<file path="config.mk">
export PLATFORM = sky130hd
export DESIGN_NAME = tnet_rx_pkt_decoder
export DESIGN_NICKNAME = d
export VERILOG_FILES = /design/src/rtl/tnet_pkg.sv /design/src/rtl/tnet_sat_cnt.sv /design/src/rtl/tnet_rx_pkt_decoder.sv
export SDC_FILE = /design/constraint.sdc
export NUM_CORES = 1
export LEC_CHECK = 0
export ABC_CLOCK_PERIOD_IN_PS = 2900
export CAP_MARGIN = 20
export CORE_UTILIZATION = 50
export CTS_CLUSTER_DIAMETER = 200
export CTS_CLUSTER_SIZE = 20
export DETAILED_ROUTE_END_ITERATION = 6
export PLACE_DENSITY = 0.88
export SLEW_MARGIN = 10
export SYNTH_ARGS = -nofsm -noshare
export SYNTH_HDL_FRONTEND = slang
export SYNTH_HIERARCHICAL = 1
export SYNTH_SLANG_ARGS = --single-unit
export TNS_END_PERCENT = 10
</file>
<file path="constraint.sdc">
create_clock -name c_clk_i -period 2.9 [get_ports c_clk_i]
set_input_delay 0.58 -clock c_clk_i [delete_from_list [all_inputs] [get_ports c_clk_i]]
set_output_delay 0.58 -clock c_clk_i [all_outputs]
set_load 0.02 [all_outputs]
</file>
<file path="src/rtl/tnet_pkg.sv">
// ---------------------------------------------------------------------------
// tnet_pkg
// Shared definitions for the tnet receive path.
//   - Bit positions of the header and data fields inside the two 64-bit beats
//     of a tnet packet.
//   - tnet_rx_state_t : framing FSM states of the RX packet decoder.
//   - tnet_pkt_t      : decoded packet as presented to the command logic.
// ---------------------------------------------------------------------------
package tnet_pkg;

   // Beat 0 layout: {op, rsvd, dst, src, rsvd, dt1}
   localparam int OP_MSB  = 63;
   localparam int OP_LSB  = 59;
   localparam int DST_MSB = 55;
   localparam int DST_LSB = 48;
   localparam int SRC_MSB = 47;
   localparam int SRC_LSB = 40;
   localparam int DT1_MSB = 31;
   localparam int DT1_LSB = 0;

   // Beat 1 layout: {dt2, dt3}
   localparam int DT2_MSB = 63;
   localparam int DT2_LSB = 32;
   localparam int DT3_MSB = 31;
   localparam int DT3_LSB = 0;

   typedef enum logic [1:0] {
      IDLE = 2'd0,
      DATA = 2'd1,
      DROP = 2'd2
   } tnet_rx_state_t;

   typedef struct packed {
      logic [4:0]  op;
      logic [7:0]  src;
      logic        bcast;
      logic [31:0] dt1;
      logic [31:0] dt2;
      logic [31:0] dt3;
   } tnet_pkt_t;

endpackage

</file>
<file path="src/rtl/tnet_sat_cnt.sv">
// ---------------------------------------------------------------------------
// tnet_sat_cnt
// Event counter that sticks at all-ones instead of wrapping, so a saturated
// statistics value is never mistaken for a small one.
// Ports:
//   clk    in   1   clock
//   rst_n  in   1   synchronous active-low reset, clears the count
//   inc    in   1   count one event this cycle
//   cnt    out  DW  current count
// ---------------------------------------------------------------------------
module tnet_sat_cnt #(
   parameter int DW = 16
) (
   input  logic          clk,
   input  logic          rst_n,
   input  logic          inc,
   output logic [DW-1:0] cnt
);

   // Increment on each event until every bit is set, then hold.
   always_ff @(posedge clk) begin
      if (!rst_n) begin
         cnt <= '0;
      end else if (inc && (cnt != {DW{1'b1}})) begin
         cnt <= cnt + DW'(1);
      end
   end

endmodule

</file>
<file path="src/rtl/tnet_rx_pkt_decoder.sv">
// ---------------------------------------------------------------------------
// tnet_rx_pkt_decoder
// Receive-side packet decoder for the simplex tnet link. Frames 2-beat
// packets from the Aurora RX user stream (no backpressure), filters them by
// destination ID and hands decoded commands to the control logic through a
// 1-entry holding register with a valid/ready handshake.
//
// Optional build: define TNET_RX_STATS_EN to add four saturating statistics
// counters (ok / err / drop / ovf) and their cnt_*_o ports.
//
// Ports:
//   c_clk_i       in   1      core clock (Aurora user clock)
//   c_rst_ni      in   1      synchronous active-low reset
//   channel_up_i  in   1      Aurora channel up; low aborts any partial packet
//   cfg_id_i      in   8      local node ID
//   rx_tvalid_i   in   1      RX beat valid
//   rx_tdata_i    in   64     RX beat data
//   rx_tlast_i    in   1      RX end of packet
//   pkt_valid_o   out  1      decoded packet available
//   pkt_ready_i   in   1      consumer takes the packet
//   pkt_op_o      out  5      command opcode
//   pkt_src_o     out  8      source node ID
//   pkt_bcast_o   out  1      packet was addressed to BCAST_ID
//   pkt_dt1/2/3_o out  32     data words
//   rx_err_o      out  1      one-cycle pulse per framing error
//   cnt_ok_o / cnt_err_o / cnt_drop_o / cnt_ovf_o  out CNT_DW (stats build)
// ---------------------------------------------------------------------------
module tnet_rx_pkt_decoder
   import tnet_pkg::*;
#(
   parameter int         CNT_DW   = 16,
   parameter logic [7:0] BCAST_ID = 8'hFF
) (
   input  logic        c_clk_i,
   input  logic        c_rst_ni,
   input  logic        channel_up_i,
   input  logic [7:0]  cfg_id_i,
   input  logic        rx_tvalid_i,
   input  logic [63:0] rx_tdata_i,
   input  logic        rx_tlast_i,
   output logic        pkt_valid_o,
   input  logic        pkt_ready_i,
   output logic [4:0]  pkt_op_o,
   output logic [7:0]  pkt_src_o,
   output logic        pkt_bcast_o,
   output logic [31:0] pkt_dt1_o,
   output logic [31:0] pkt_dt2_o,
   output logic [31:0] pkt_dt3_o,
   output logic        rx_err_o
`ifdef TNET_RX_STATS_EN
   ,
   output logic [CNT_DW-1:0] cnt_ok_o,
   output logic [CNT_DW-1:0] cnt_err_o,
   output logic [CNT_DW-1:0] cnt_drop_o,
   output logic [CNT_DW-1:0] cnt_ovf_o
`endif
);

   tnet_rx_state_t state, state_nxt;

   logic [4:0]  hdr_op;
   logic [7:0]  hdr_dst;
   logic [7:0]  hdr_src;
   logic [31:0] hdr_dt1;

   logic        hdr_load;
   logic        pkt_done;
   logic        frm_err;
   logic        dst_match;
   logic        pkt_accept;
   logic        pkt_load;

   tnet_pkt_t   pkt_q;
   logic        pkt_valid_q;
   logic        rx_err_q;

   // Framing state register. Reset mid-packet lands in IDLE, which is what
   // discards the partial packet.
   always_ff @(posedge c_clk_i) begin
      if (!c_rst_ni) begin
         state <= IDLE;
      end else begin
         state <= state_nxt;
      end
   end

   // Framing decisions. Only beats move the FSM; a dropped channel throws
   // away whatever was in flight without flagging an error, since the link
   // going down is not a framing fault of the sender.
   always_comb begin
      state_nxt = state;
      hdr_load  = 1'b0;
      pkt_done  = 1'b0;
      frm_err   = 1'b0;
      if (!channel_up_i) begin
         state_nxt = IDLE;
      end else if (rx_tvalid_i) begin
         unique case (state)
            IDLE: begin
               if (rx_tlast_i) begin
                  frm_err = 1'b1;
               end else begin
                  hdr_load  = 1'b1;
                  state_nxt = DATA;
               end
            end
            DATA: begin
               if (rx_tlast_i) begin
                  pkt_done  = 1'b1;
                  state_nxt = IDLE;
               end else begin
                  frm_err   = 1'b1;
                  state_nxt = DROP;
               end
            end
            DROP: begin
               if (rx_tlast_i) begin
                  state_nxt = IDLE;
               end
            end
            default: state_nxt = IDLE;
         endcase
      end
   end

   // Header capture from beat 0; reserved bits are simply not stored.
   always_ff @(posedge c_clk_i) begin
      if (!c_rst_ni) begin
         hdr_op  <= '0;
         hdr_dst <= '0;
         hdr_src <= '0;
         hdr_dt1 <= '0;
      end else if (hdr_load) begin
         hdr_op  <= rx_tdata_i[OP_MSB:OP_LSB];
         hdr_dst <= rx_tdata_i[DST_MSB:DST_LSB];
         hdr_src <= rx_tdata_i[SRC_MSB:SRC_LSB];
         hdr_dt1 <= rx_tdata_i[DT1_MSB:DT1_LSB];
      end
   end

   // A completed packet is ours if it targets this node or the broadcast ID.
   // It may only enter the holding register if the slot is empty or being
   // emptied this very cycle; otherwise the older packet wins.
   assign dst_match  = (hdr_dst == cfg_id_i) || (hdr_dst == BCAST_ID);
   assign pkt_accept = pkt_done && dst_match;
   assign pkt_load   = pkt_accept && (!pkt_valid_q || pkt_ready_i);

   // Holding register. Loading takes priority over the handshake clear so a
   // back-to-back packet keeps valid high across the read.
   always_ff @(posedge c_clk_i) begin
      if (!c_rst_ni) begin
         pkt_valid_q <= 1'b0;
         pkt_q       <= '0;
      end else if (pkt_load) begin
         pkt_valid_q <= 1'b1;
         pkt_q       <= '{op:    hdr_op,
                          src:   hdr_src,
                          bcast: (hdr_dst == BCAST_ID),
                          dt1:   hdr_dt1,
                          dt2:   rx_tdata_i[DT2_MSB:DT2_LSB],
                          dt3:   rx_tdata_i[DT3_MSB:DT3_LSB]};
      end else if (pkt_ready_i) begin
         pkt_valid_q <= 1'b0;
      end
   end

   // Registered error pulse, aligned with the packet output latency.
   always_ff @(posedge c_clk_i) begin
      if (!c_rst_ni) begin
         rx_err_q <= 1'b0;
      end else begin
         rx_err_q <= frm_err;
      end
   end

   assign pkt_valid_o = pkt_valid_q;
   assign pkt_op_o    = pkt_q.op;
   assign pkt_src_o   = pkt_q.src;
   assign pkt_bcast_o = pkt_q.bcast;
   assign pkt_dt1_o   = pkt_q.dt1;
   assign pkt_dt2_o   = pkt_q.dt2;
   assign pkt_dt3_o   = pkt_q.dt3;
   assign rx_err_o    = rx_err_q;

`ifdef TNET_RX_STATS_EN
   logic pkt_drop;
   logic pkt_ovf;

   assign pkt_drop = pkt_done && !dst_match;
   assign pkt_ovf  = pkt_accept && pkt_valid_q && !pkt_ready_i;

   tnet_sat_cnt #(.DW(CNT_DW)) u_cnt_ok (
      .clk(c_clk_i), .rst_n(c_rst_ni), .inc(pkt_load), .cnt(cnt_ok_o)
   );
   tnet_sat_cnt #(.DW(CNT_DW)) u_cnt_err (
      .clk(c_clk_i), .rst_n(c_rst_ni), .inc(frm_err), .cnt(cnt_err_o)
   );
   tnet_sat_cnt #(.DW(CNT_DW)) u_cnt_drop (
      .clk(c_clk_i), .rst_n(c_rst_ni), .inc(pkt_drop), .cnt(cnt_drop_o)
   );
   tnet_sat_cnt #(.DW(CNT_DW)) u_cnt_ovf (
      .clk(c_clk_i), .rst_n(c_rst_ni), .inc(pkt_ovf), .cnt(cnt_ovf_o)
   );
`endif

endmodule
</file>
==> metrics.txt <==
Clock Latency Late Sink 0.42 ns; number of global-route vias before repair 5032; XOR/XNOR share of the synthesized area 1.19%; fin crit period 2.27 ns; Final Max Slew Viols 0; data required time of the worst path 3.25 ns; Clock Skew 0.0105 ns; FF-to-FF path depth 7; Synth Area in Compound Gates 6.44%; drt wl/cell 13.9 um; die area 0.0137 sq mm; Setup Fix Bufs, Post-CTS 0; first-pass detailed-route iteration total 4; Synth Area in Adders 0%; Crit path arrival time 2.61 ns; fmax 441 MHz; Root Driver clkbuf_16; status completed; via count 5430; synthesized netlist cell count 743; clk buf depth 2; wire length of the first global-routing pass 24400 um; ANT nets after route 0; setup_tns 0 ns; clock sinks 167; Hold Vio Cnt, Final 0; FP Rows 41; post-synthesis sequential area ratio 50.6%; Crit Path Max Fanout 15; Peak supply drop 355 uV; Synth area leader dfxtp_1; Worst-Margin Slew 0.666 ns; area delta synth->final 41.0%; crit path kind in2reg; Unique masters post-synth 23; NumNets Final 992; starting DRC count in detailed routing 273; antenna cells 0; H-Tree Depth 4; Synth area leaders dfxtp_1 (51%), nand2_1 (19%), mux2i_1 (17%); CTS tree built; cts bufs inserted 17; multiplexer share of the synthesized area 16.7%; largest family of logic cells by synthesized area simple AND/OR/NAND/NOR gates; commonest non-fill, non-tap cell in the layout nand2_1; Power Density 549 mW/mm^2; relative slew slack 55.6%; WHS Path Cells 2; gpl congestion 0.752; simple-gate area share of the yosys netlist 20.2%; Leak Pwr 3.19 nW; Core ar. 0.0128 sq mm; CTS Hold Bufs 0; Clock transition at path regs 0.06 ns; CTS resizes 0; starting density of the core 51.7%; pin count of the biggest net entering global routing 95; routed vias/inst 4.94; Yosys top cell area share 50.6%; setup violators final 0; Net Count, Synth 821; CP cell instances clkdlybuf4s50_1 > xor2_1 > nor4_1 > a21oi_1 > nor4b_4 > buf_4 > buf_12 > mux2i_1; GR Util All Layers 23.1%; most frequent cells in the layout nand2_1 (329), clkdlybuf4s50_1 (188), dfxtp_1 (167); total gr overflow 0; Final WS setup 0.630 ns; initial antenna violation count 0; area of the multi-input gates 0.00296 sq mm; final wirelength 15300 um; Synth Register Bits 167; Die Y 117 um; max-cap violation count 0; register area 0.00334 sq mm; syn_area_per_cell 8.89 sq um; fillers 917; I/O Pins 190; RSZ-0062 raised after global routing no; hpwl dp 10100 um; Yosys Warn Count 6; Placement Setup Slack 0.193 ns; Post-Syn Area 0.00661 sq mm; Max stage delay on crit path 0.43 ns; Startpoint Class input pin; layout cells sized above 1 5.50%; DIE WIDTH 117 um; Hold WC Path Type reg2reg; CP max stage cell clkdlybuf4s50_1; Residual DRC 0; fin crit share 78.3%; IO Port Bufs 189; Worst Setup End Kind register
## synth_stat cells (all sizes together)
| cell type | instances |
|---|---|
| nand2 | 329 |
| nor2 | 5 |
| xnor2 | 1 |
| nor4 | 2 |
| xor2 | 8 |
| and3 | 1 |
| a21oi | 3 |
| clkbuf | 41 |
| nor4b | 1 |
| o21ai | 1 |
| o31ai | 1 |
| nor2b | 2 |
| nand2b | 1 |
| a21boi | 53 |
| nor3b | 1 |
| nand3 | 1 |
| and2 | 1 |
| dfxtp | 167 |
| nand4 | 2 |
| mux2i | 110 |
| buf | 12 |
## routing by layer
metal | vias up | share of wire (%) | GRT usage, %
li1 | 2738 | - | -
met5 | - | 0 | 0
met1 | 2517 | 44 | 28.5
met3 | 17 | 7.1 | 7.72
met4 | 0 | 1.2 | 8.86
met2 | 158 | 48 | 37.4
## worst max-delay path, delay by kind of cell
family	cells	cell delay (ns)
buffers and inverters	3	0.84
and+or+nand+nor	2	0.64
muxes	1	0.21
AOI/OAI and AO/OA	1	0.19
xor gates and xnor gates	1	0.15
## logic make-up after synthesis
logic type             count (synthesis)
XOR/XNOR                               9
flip-flops                           167
buffers and inverters                 53
AO/OA/AOI/OAI                         58
AND/OR/NAND/NOR                      346
multiplexers                         110
## area by class of cell
cell class	count	share of cell area, %
well taps	172	2.31
flip-flops and latches	167	35.9
clock buffers	21	5.05
repair buffers	205	22.9
multi-input cells	523	31.7
clock inverters	11	2.07
## registers in the layout (all words and copies together), names as in the netlist
register / count
hdr_dt1: 32
pkt_op_o: 5
pkt_dt1_o: 32
pkt_dt3_o: 32
pkt_dt2_o: 32
hdr_src: 8
pkt_src_o: 8
pkt_valid_o: 1
hdr_dst: 8
pkt_bcast_o: 1
rx_err_o: 1
state: 2
hdr_op: 5
## through the flow
| step | cells | area (sq um) | power (mW) | hold WS [ns] | utilization, % |
|---|---|---|---|---|---|
| after floorplan | 743 | 6610 | 2.51 | 0.438 | - |
| after global placement | 1067 | 8650 | 2.66 | 0.441 | 67.8 |
| after detailed placement | 1067 | 8650 | 2.67 | 0.445 | 67.8 |
| after CTS | 1099 | 9320 | 5.16 | 0.456 | 72.9 |
| after global routing | 1099 | 9320 | 5.31 | 0.469 | 72.9 |
| final | 1099 | 9320 | 5.12 | 0.456 | 72.9 |
## worst paths after layout
path | endpoint | slack, ns | startpoint
max | pkt_src_o[2] | 0.63 | cfg_id_i[6]
max reg2reg | pkt_src_o[2] | 0.84 | hdr_dst[6]
min reg2reg | pkt_dt1_o[29] | 0.46 | pkt_dt1_o[29]
min | pkt_dt1_o[29] | 0.46 | pkt_dt1_o[29]
## power breakdown
group / internal (mW) / switching, mW
logic: 0.146 / 0.140
clock network: 1.60 / 0.898
registers: 2.32 / 0.0144
total: 4.06 / 1.05
Power figures use the tool's default switching activity.
